--- config.mk ---
export PLATFORM = sky130hd
export DESIGN_NAME = poly_mau_wb
export DESIGN_NICKNAME = d
export VERILOG_FILES = /design/src/rtl/poly_mau_wb.sv
export SDC_FILE = /design/constraint.sdc
export NUM_CORES = 1
export LEC_CHECK = 0
export BUFFER_PORTS_ARGS = -buffer_cell sky130_fd_sc_hd__buf_2
export CAP_MARGIN = 20
export CORE_UTILIZATION = 59
export CTS_BUF_LIST = sky130_fd_sc_hd__clkbuf_4 sky130_fd_sc_hd__clkbuf_8
export DETAILED_ROUTE_END_ITERATION = 6
export PLACE_DENSITY = 0.82
export SLEW_MARGIN = 20
export SYNTH_ARGS = -nofsm -noshare
export SYNTH_HDL_FRONTEND = slang
export SYNTH_SLANG_ARGS = --single-unit
export TNS_END_PERCENT = 100
--- constraint.sdc ---
create_clock -name clk -period 7.2 [get_ports clk]
set_input_delay 1.44 -clock clk [delete_from_list [all_inputs] [get_ports clk]]
set_output_delay 1.44 -clock clk [all_outputs]
set_load 0.05 [all_outputs]
--- src/rtl/poly_mau_wb.sv ---
// poly_mau_wb: write-back stage behind the polynomial MAU.
// Accepts MAU result pairs (in_o0/in_o1), buffers them in a small FIFO and
// writes each pair to two coefficient RAM banks at consecutive addresses
// starting at base0/base1. A job is launched by start, expects len pairs,
// and ends with a one-cycle done pulse once every pair has been written.
//
// Ports
//   clk, rst_n          clock, asynchronous active-low reset
//   start, len          job launch (IDLE only) and pair count 0..2^ADDR_W
//   base0, base1        first write address for bank 0 / bank 1
//   in_valid, in_o0/1   result pair from the MAU
//   hold                stall request back to the MAU issue logic
//   wr_en, wr_ready     write handshake (both banks together)
//   wr_addr0/1, wr_data0/1  write address / data per bank
//   busy, done, err     job status; err is sticky until the next start
module poly_mau_wb #(
  parameter int ADDR_W     = 8,
  parameter int FIFO_DEPTH = 4,
  parameter int INFLIGHT   = 2
) (
  input  logic              clk,
  input  logic              rst_n,
  input  logic              start,
  input  logic [ADDR_W:0]   len,
  input  logic [ADDR_W-1:0] base0,
  input  logic [ADDR_W-1:0] base1,
  input  logic              in_valid,
  input  logic [23:0]       in_o0,
  input  logic [23:0]       in_o1,
  output logic              hold,
  output logic              wr_en,
  input  logic              wr_ready,
  output logic [ADDR_W-1:0] wr_addr0,
  output logic [ADDR_W-1:0] wr_addr1,
  output logic [23:0]       wr_data0,
  output logic [23:0]       wr_data1,
  output logic              busy,
  output logic              done,
  output logic              err
);

  localparam int DATA_W   = 24;
  localparam int PTR_W    = $clog2(FIFO_DEPTH);
  localparam int CNT_W    = PTR_W + 1;
  localparam int LEN_W    = ADDR_W + 1;
  localparam int HOLD_INT = (FIFO_DEPTH > INFLIGHT) ? (FIFO_DEPTH - INFLIGHT) : 0;
  localparam logic [CNT_W-1:0] HOLD_LVL = CNT_W'(HOLD_INT);
  localparam logic [CNT_W-1:0] FULL_LVL = CNT_W'(FIFO_DEPTH);

  typedef enum logic [1:0] {
    S_IDLE  = 2'd0,
    S_RUN   = 2'd1,
    S_DRAIN = 2'd2,
    S_DONE  = 2'd3
  } state_t;

  state_t state, state_nxt;

  logic [LEN_W-1:0]  len_r;
  logic [ADDR_W-1:0] base0_r;
  logic [ADDR_W-1:0] base1_r;
  logic [LEN_W-1:0]  acc_cnt;
  logic [LEN_W-1:0]  wr_cnt;
  logic [LEN_W-1:0]  acc_nxt;
  logic [LEN_W-1:0]  wr_cnt_nxt;
  logic [PTR_W-1:0]  rd_ptr;
  logic [PTR_W-1:0]  wr_ptr;
  logic [CNT_W-1:0]  occ;
  logic              err_r;

  logic [DATA_W-1:0] fifo_o0_p1 [FIFO_DEPTH];
  logic [DATA_W-1:0] fifo_o1_p1 [FIFO_DEPTH];

  logic start_ok;
  logic fifo_empty;
  logic fifo_full;
  logic room;
  logic push;
  logic pop;
  logic drop;

  assign start_ok   = (state == S_IDLE) && start;
  assign fifo_empty = (occ == '0);
  assign fifo_full  = (occ == FULL_LVL);
  assign pop        = wr_en && wr_ready;
  // Pairs are only wanted while the job still owes results.
  assign room       = (state == S_RUN) && (acc_cnt < len_r);
  // A full FIFO can still take a pair when the head leaves in the same cycle.
  assign push       = in_valid && room && (!fifo_full || pop);
  assign drop       = in_valid && !push;
  assign acc_nxt    = acc_cnt + LEN_W'(push);
  assign wr_cnt_nxt = wr_cnt + LEN_W'(pop);

  // FSM: state register
  always_ff @(posedge clk or negedge rst_n) begin
    if (!rst_n) begin
      state <= S_IDLE;
    end else begin
      state <= state_nxt;
    end
  end

  // FSM: next-state logic
  always_comb begin
    state_nxt = state;
    unique case (state)
      S_IDLE: begin
        if (start) state_nxt = (len == '0) ? S_DONE : S_RUN;
      end
      S_RUN: begin
        if (acc_nxt == len_r) state_nxt = S_DRAIN;
      end
      S_DRAIN: begin
        if (wr_cnt_nxt == len_r) state_nxt = S_DONE;
      end
      S_DONE: begin
        state_nxt = S_IDLE;
      end
      default: state_nxt = S_IDLE;
    endcase
  end

  // FSM: outputs. hold looks only at registered occupancy so the MAU sees a
  // clean, glitch-free stall level.
  always_comb begin
    busy  = (state == S_RUN) || (state == S_DRAIN);
    done  = (state == S_DONE);
    hold  = (state != S_RUN) || (occ >= HOLD_LVL);
    wr_en = busy && !fifo_empty;
  end

  // Job control: latched job parameters, counters, FIFO pointers, error flag
  always_ff @(posedge clk or negedge rst_n) begin
    if (!rst_n) begin
      len_r   <= '0;
      base0_r <= '0;
      base1_r <= '0;
      acc_cnt <= '0;
      wr_cnt  <= '0;
      rd_ptr  <= '0;
      wr_ptr  <= '0;
      occ     <= '0;
      err_r   <= 1'b0;
    end else if (start_ok) begin
      len_r   <= len;
      base0_r <= base0;
      base1_r <= base1;
      acc_cnt <= '0;
      wr_cnt  <= '0;
      rd_ptr  <= '0;
      wr_ptr  <= '0;
      occ     <= '0;
      err_r   <= 1'b0;
    end else begin
      acc_cnt <= acc_nxt;
      wr_cnt  <= wr_cnt_nxt;
      if (push) wr_ptr <= wr_ptr + 1'b1;
      if (pop)  rd_ptr <= rd_ptr + 1'b1;
      occ     <= occ + CNT_W'(push) - CNT_W'(pop);
      if (drop) err_r <= 1'b1;
    end
  end

  // p0 -> p1: result pair captured into FIFO storage
  always_ff @(posedge clk) begin
    if (push) begin
      fifo_o0_p1[wr_ptr] <= in_o0;
      fifo_o1_p1[wr_ptr] <= in_o1;
    end
  end

  // p1 -> RAM: head of FIFO presented to both banks; zero when idle so the
  // uninitialised storage never reaches the bus.
  assign wr_data0 = wr_en ? fifo_o0_p1[rd_ptr] : '0;
  assign wr_data1 = wr_en ? fifo_o1_p1[rd_ptr] : '0;
  assign wr_addr0 = base0_r + wr_cnt[ADDR_W-1:0];
  assign wr_addr1 = base1_r + wr_cnt[ADDR_W-1:0];
  assign err      = err_r;

endmodule

# == After elaboration in Yosys (flattened, before gate mapping) ==
# Memory sizes are Yosys's and may differ from the RTL's.
# Index checks and enable logic that the tools add are counted.
# word_totals
reg_bits,53
ramBits,192
input_bits,78
out_inout_bits,69
elab_cells,70
mem_count,2
# mem_list
name,words,word_bits,rd,rd_clocked_by_memory_dff,write_ports,line_no,text
fifo_o0_p1,4,24,1,0,1,71,logic [DATA_W-1:0] fifo_o0_p1 [FIFO_DEPTH];
fifo_o1_p1,4,24,1,0,1,72,logic [DATA_W-1:0] fifo_o1_p1 [FIFO_DEPTH];
# classes
addsub,8
n_lt_le_gt_ge,2
n_eq_ne,10
mux,18
n_reduce_logical,20
# op_table
operator,n
24-bit two-way mux,2
9-bit by 1-bit adder with 9-bit output,2
9-bit equality test,2
9-bit two-way mux,2
8-bit adder,2
2-bit two-way mux,8
9-bit zero test,1
9-bit < comparator,1
2-bit one-hot mux with 4 select lines,1
1-bit logical AND,7
2-bit inequality test (second input constant),3
2-bit nonzero test,3
2-bit by 1-bit adder with 2-bit output (second input constant),2
2-bit equality test (second input constant),2
1-bit two-way mux,4
3-bit by 1-bit adder with 3-bit output,1
3-bit equality test (second input constant),1
3-bit by 2-bit greater-or-equal comparator with 1-bit output (second input constant),1
1-bit zero test,3
3-bit zero test,1
1-bit logical OR,3
3-bit two-way mux,1
3-bit AND reduction,1
3-bit by 1-bit subtractor with 3-bit output,1
other kinds (3),3

# == Depth between registers and ports, before layout ==
# depth
word_depth,10
depth_mapped,18
mapped_depth_nobuf,16

# == Worst setup path after synthesis ==
# No wires, ideal clock.
# synth_timing
path_kind,input to register
startpoint,input port wr_ready
endpoint,register state[1]
setup_ns,0.128
t_arrival_ns,4.264
t_required_ns,7.072
setup_slack_ns,2.808
path_stages,13
path_buffers,1
path_cell_list,a211oi_1 > a211oi_1 > o21a_1 > clkbuf_1 > ha_1 > ha_1 > nand3_1 > xor2_1 > xnor2_1 > or4_1 > nor4_2 > a2bb2oi_2 > mux2_1
# synth_between
elab_chain_cells,7
elab_cells_between_ends,10
cone_classes,add/sub: 2; eq/ne: 4; reduce/logical: 4
# synth_rtl
element,line_no,text
"start, declared",32,"input logic wr_ready,"
1-bit logical AND (*),85,assign pop = wr_en && wr_ready;
1-bit logical OR,89,assign push = in_valid && room && (!fifo_full || pop);
1-bit logical AND,89,
9-bit by 1-bit adder with 9-bit output,91,assign acc_nxt = acc_cnt + LEN_W'(push);
9-bit equality test,111,if (acc_nxt == len_r) state_nxt = S_DRAIN;
2-bit inequality test (no source line),--,
3-bit AND reduction (no source line) (*),--,
"end signal, assigned",99,state <= state_nxt;
"end, declared",57,"state_t state, state_nxt;"
# Every way passes the cells marked *; elsewhere a longest branch is shown, timed or not.
# A chain may end at the register's enable or synchronous reset.

# == Final worst setup path ==
# layout_timing
startpoint,register len_r[4]
endpoint,register state[1]
# layout_between
elab_chain_cells,8
elab_cells_between_ends,10
cone_classes,add/sub: 1; order compare: 1; eq/ne: 4; reduce/logical: 4
# layout_rtl
element,line_no,text
"start, declared",59,logic [LEN_W-1:0] len_r;
"start signal, assigned",145,len_r <= len;
9-bit < comparator,87,assign room = (state == S_RUN) && (acc_cnt < len_r);
1-bit logical AND,87,
1-bit logical AND (2 in a row),89,
9-bit by 1-bit adder with 9-bit output,91,
9-bit equality test,111,
2-bit inequality test (no source line),--,
3-bit AND reduction (no source line) (*),--,
# Marked as above.

==> impl_results.html <==
<table>
<tr><th>Metric</th><th>Value</th></tr>
<tr><th colspan="2">Timing</th></tr>
<tr><td>Worst-Margin Slew</td><td>approximately 1 ns</td></tr>
<tr><td>Final setup fails</td><td>0</td></tr>
<tr><td>F_max</td><td>between 200 and 250 MHz</td></tr>
<tr><td>Hold slack</td><td>just under 0.5 ns</td></tr>
<tr><td>Hold violation count in the final report</td><td>0</td></tr>
<tr><td>Post-layout minimum cycle time</td><td>4.32 ns</td></tr>
<tr><td>Unrepaired setup endpoints after global routing</td><td>no</td></tr>
<tr><td>Fin. max-slew vios</td><td>0</td></tr>
<tr><td>Total negative slack</td><td>0 ns</td></tr>
<tr><td>Period Utilization, post-route</td><td>59.9%</td></tr>
<tr><td>Worst relative slew slack</td><td>34.9%</td></tr>
<tr><td>Clock skew after layout</td><td>0.0106 ns</td></tr>
<tr><th colspan="2">Yosys</th></tr>
<tr><td>Area of the mapped netlist</td><td>10700 um2</td></tr>
<tr><td>Synthesized area per cell</td><td>15.6 um2</td></tr>
<tr><td>Count of flip-flops with a built-in enable after synthesis</td><td>192</td></tr>
<tr><td>Sequential-to-total area share from yosys stat</td><td>66.4%</td></tr>
<tr><td>Synthesis-stage register bit count</td><td>245</td></tr>
<tr><td>Count of different cell masters after synthesis</td><td>42</td></tr>
<tr><td>Dominant register cell in the synthesized netlist</td><td>edfxtp_1</td></tr>
<tr><td>Synth Instances</td><td>685</td></tr>
<tr><td>Syn nets</td><td>about 800</td></tr>
<tr><td>Asr flop ratio synth</td><td>about 22%</td></tr>
<tr><td>Synth Warn #</td><td>0</td></tr>
<tr><th colspan="2">Final layout</th></tr>
<tr><td>Most frequent standard cell in the layout excluding fill and tap cells</td><td>edfxtp_1</td></tr>
<tr><td>Number of nets in the layout</td><td>968</td></tr>
<tr><td>Area growth from synthesis to layout</td><td>16.3%</td></tr>
<tr><td>Share of the core filled with cells in the final layout</td><td>71.1%</td></tr>
<tr><td>Proportion of layout cells with a drive suffix above 1</td><td>30.8%</td></tr>
<tr><td>Leading cell types in the layout, fill and taps excluded</td><td>edfxtp_1, buf_2, nand2_1, and2_1, dfrtp_1</td></tr>
<tr><td>Layout Cell Area excl Fill</td><td>12400 um2</td></tr>
<tr><th colspan="2">Power and ir drop</th></tr>
<tr><td>Worst ir drop on vdd</td><td>around 350 uV</td></tr>
<tr><td>Leak pwr</td><td>slightly below 0.005 uW</td></tr>
<tr><td>Power per cell area</td><td>379 nW/um2</td></tr>
<tr><th colspan="2">Floorplan</th></tr>
<tr><td>Overall die width</td><td>137 um</td></tr>
<tr><td>Starting Density</td><td>between 60% and 70%</td></tr>
<tr><td>Row count</td><td>48</td></tr>
<tr><td>Full die area</td><td>around 19000 um2</td></tr>
<tr><td>Core box area</td><td>17500 um2</td></tr>
<tr><td>Floorplan die height</td><td>~140 um</td></tr>
<tr><td>Number of ports placed on the die boundary</td><td>147</td></tr>
<tr><th colspan="2">Clock network</th></tr>
<tr><td>Clock transition at the register clock pins on the worst setup and hold paths after CTS</td><td>roughly 0.06 ns</td></tr>
<tr><td>CTS resizes</td><td>0</td></tr>
<tr><td>Maximum level of the CTS H-tree</td><td>2</td></tr>
<tr><td>Latest clock arrival within the worst-skew pair</td><td>between 0.5 and 0.6 ns</td></tr>
<tr><td>Count of hold buffers inserted by post-cts repair</td><td>0</td></tr>
<tr><td>Cts bufs inserted</td><td>39</td></tr>
<tr><td>CTS tree</td><td>built</td></tr>
<tr><td>Number of sinks handled by clock tree synthesis</td><td>245</td></tr>
<tr><td>Root Buffer Master</td><td>clkbuf_8</td></tr>
<tr><td>Maximum clock insertion buffer count</td><td>3</td></tr>
<tr><td>Post-CTS setup buffer count</td><td>0</td></tr>
<tr><th colspan="2">Critical path</th></tr>
<tr><td>CP startpoint kind</td><td>flop</td></tr>
<tr><td>Longest individual stage delay on the worst path</td><td>0.53 ns</td></tr>
<tr><td>Worst path slowest cell</td><td>or4_1</td></tr>
<tr><td>Critical Path Most Common Cell</td><td>ha_1</td></tr>
<tr><td>Crit Path Class</td><td>flop to flop</td></tr>
<tr><td>Critical path arrival</td><td>4.71 ns</td></tr>
<tr><td>Max FO, Critical Path</td><td>10</td></tr>
<tr><td>Required time at the endpoint of the critical path</td><td>7.59 ns</td></tr>
<tr><td>Count of buffering cells on the critical path with inverters included</td><td>1</td></tr>
<tr><td>Critical path, cell by cell</td><td>inv_1, ha_1, a21oi_1, o22ai_1, nor2_1, o31a_1, o21a_1, ha_1, ha_1, nand3_1, xor2_1, xnor2_1, or4_1, nor4_2, a2bb2oi_2, mux2_1</td></tr>
<tr><td>Top Family by Delay on Critical Path</td><td>simple AND/OR/NAND/NOR gates</td></tr>
<tr><td>Endpoint kind of the worst setup timing path</td><td>flop</td></tr>
<tr><th colspan="2">Route</th></tr>
<tr><td>Number of remaining DRC errors</td><td>0</td></tr>
<tr><td>TritonRoute pass-1 iters</td><td>4</td></tr>
<tr><td>Total Routed Length</td><td>20900 um</td></tr>
<tr><td>Detail Route Antenna Nets</td><td>0</td></tr>
<tr><td>Vias after detailed routing</td><td>6198</td></tr>
<tr><td>Wire per inst</td><td>18.9 um</td></tr>
<tr><td>Number of vias per cell after detailed routing</td><td>5.61</td></tr>
<tr><td>Number of DRC violations after detailed-routing iteration 0</td><td>420</td></tr>
<tr><th colspan="2">Run status</th></tr>
<tr><td>Status</td><td>completed</td></tr>
<tr><th colspan="2">GRT</th></tr>
<tr><td>Maximum number of pins on one net before global-route repair</td><td>54</td></tr>
<tr><td>Initial antenna violation count</td><td>3</td></tr>
<tr><td>Wire length of the first global-routing pass</td><td>33100 um</td></tr>
<tr><td>Total GRT Usage</td><td>approximately a quarter</td></tr>
<tr><td>Total congestion overflow after global routing</td><td>0</td></tr>
<tr><td>Vias in the first global route</td><td>6625</td></tr>
<tr><th colspan="2">Placed design</th></tr>
<tr><td>Final weighted congestion in routability-driven placement</td><td>0.858</td></tr>
<tr><td>Placement Cell Area</td><td>11700 um2</td></tr>
<tr><td>Port buffer count</td><td>146</td></tr>
<tr><td>Dpl hpwl</td><td>about 14000 um</td></tr>
<tr><th colspan="2">Min path</th></tr>
<tr><td>Kind of path behind the tightest hold check</td><td>flop to flop</td></tr>
<tr><th colspan="2">Job</th></tr>
<tr><td>Max-cap violation count</td><td>0</td></tr>
</table>
-- sequential cells by signal, summed over array words and instances, names as in the netlist --
register	count
acc_cnt	9
base0_r	8
base1_r	8
err	1
fifo_o0_p1	96
fifo_o1_p1	96
len_r	9
occ	3
rd_ptr	2
state	2
wr_cnt	9
wr_ptr	2
-- logic make-up (layout without fill, tap and decap cells) --
kind of cell               count (synthesis)  after routing  share of synthesized area (%)
buffers and inverters                     62            253                           2.19
AOI/OAI and AO/OA                         54             54                           3.14
other                                      0              3                              0
and+or+nand+nor                          185            185                           8.66
DFF                                      245            245                           66.4
xor gates and xnor gates                  49             49                           4.40
adders and majority gates                 40             40                           4.90
muxes                                     50             50                           10.3
-- cell type report --
| cell class | instances | area, um2 |
|---|---|---|
| Sequential cell | 245 | 7100 |
| Fill cell | 1116 | 5050 |
| Multi-Input combinational cell | 378 | 3360 |
| Timing Repair Buffer | 154 | 791 |
| Clock buffer | 52 | 647 |
| Tap cell | 225 | 282 |
| Clock inverter | 15 | 121 |
| Inverter | 32 | 120 |
| Antenna cell | 3 | 7.51 |
-- through the flow --
step / worst slack [ns] / cells / total power, uW
after floorplan: 2.81 / 685 / 3170
after global placement: 2.64 / 1034 / 3550
after detailed placement: 2.48 / 1034 / 3580
after CTS: 2.92 / 1101 / 4750
after global routing: 2.71 / 1103 / 4920
final: 2.88 / 1104 / 4700
-- layer usage --
metal / GRT usage [%] / routed length (um) / vias up
met1: 28.4 / 8320 / 3079
met4: 9.69 / 503 / 2
met2: 40.6 / 10700 / 219
met3: 5.56 / 1380 / 46
li1: - / - / 2852
met5: 0 / 13 / -
-- worst register-to-register path, stage by stage (launching register included) --
cell and delay (ns):
dfrtp_1 0.44, inv_1 0.11, ha_1 0.32, a21oi_1 0.16, o22ai_1 0.09, nor2_1 0.09, o31a_1 0.23, o21a_1 0.33
ha_1 0.29, ha_1 0.25, nand3_1 0.12, xor2_1 0.23, xnor2_1 0.09, or4_1 0.53, nor4_2 0.36, a2bb2oi_2 0.20
mux2_1 0.34
-- synthesized netlist by cell type, types with 4 or more instances --
| cell type | number | area share [%] |
|---|---|---|
| nand2_1 | 69 | 2.4 |
| a21o_1 | 5 | 0.35 |
| inv_1 | 32 | 1.1 |
| mux4_2 | 48 | 10 |
| clkbuf_1 | 26 | 0.91 |
| xnor2_1 | 31 | 2.5 |
| nor3_1 | 4 | 0.19 |
| o21bai_1 | 4 | 0.28 |
| nand4_1 | 4 | 0.23 |
| nand3_1 | 9 | 0.42 |
| and3_1 | 4 | 0.23 |
| dfrtp_1 | 53 | 12 |
| xor2_1 | 15 | 1.2 |
| nor2_1 | 24 | 0.84 |
| a21oi_1 | 17 | 0.80 |
| o21ai_0 | 15 | 0.70 |
| and2_1 | 59 | 3.5 |
| edfxtp_1 | 192 | 54 |
| ha_1 | 37 | 4.3 |
-- worst paths after layout --
| path | from | endpoint | slack [ns] | cells after the start |
|---|---|---|---|---|
| hold reg to reg | base0_r[3]$_DFFE_PN0P_ | base0_r[3]$_DFFE_PN0P_ | 0.49 | 2 |
| hold / removal | base0_r[3]$_DFFE_PN0P_ | base0_r[3]$_DFFE_PN0P_ | 0.49 | 2 |
| setup / recovery | len_r[4]$_DFFE_PN0P_ | state[1]$_DFFE_PN0P_ | 2.88 | 16 |
| min in group asynchronous | rst_n | acc_cnt[0]$_DFF_PN0_ | 1.05 | 2 |
| setup reg to reg | len_r[4]$_DFFE_PN0P_ | state[1]$_DFFE_PN0P_ | 2.88 | 16 |
| max in group asynchronous | rst_n | rd_ptr[0]$_DFFE_PN0P_ | 5.63 | 2 |
-- report_power, final --
part | switching, uW | internal, uW
Clock | 509 | 655
Combinational | 1230 | 609
Sequential | 138 | 1560
Total | 1880 | 2830
(Power assumes the default switching activity.)
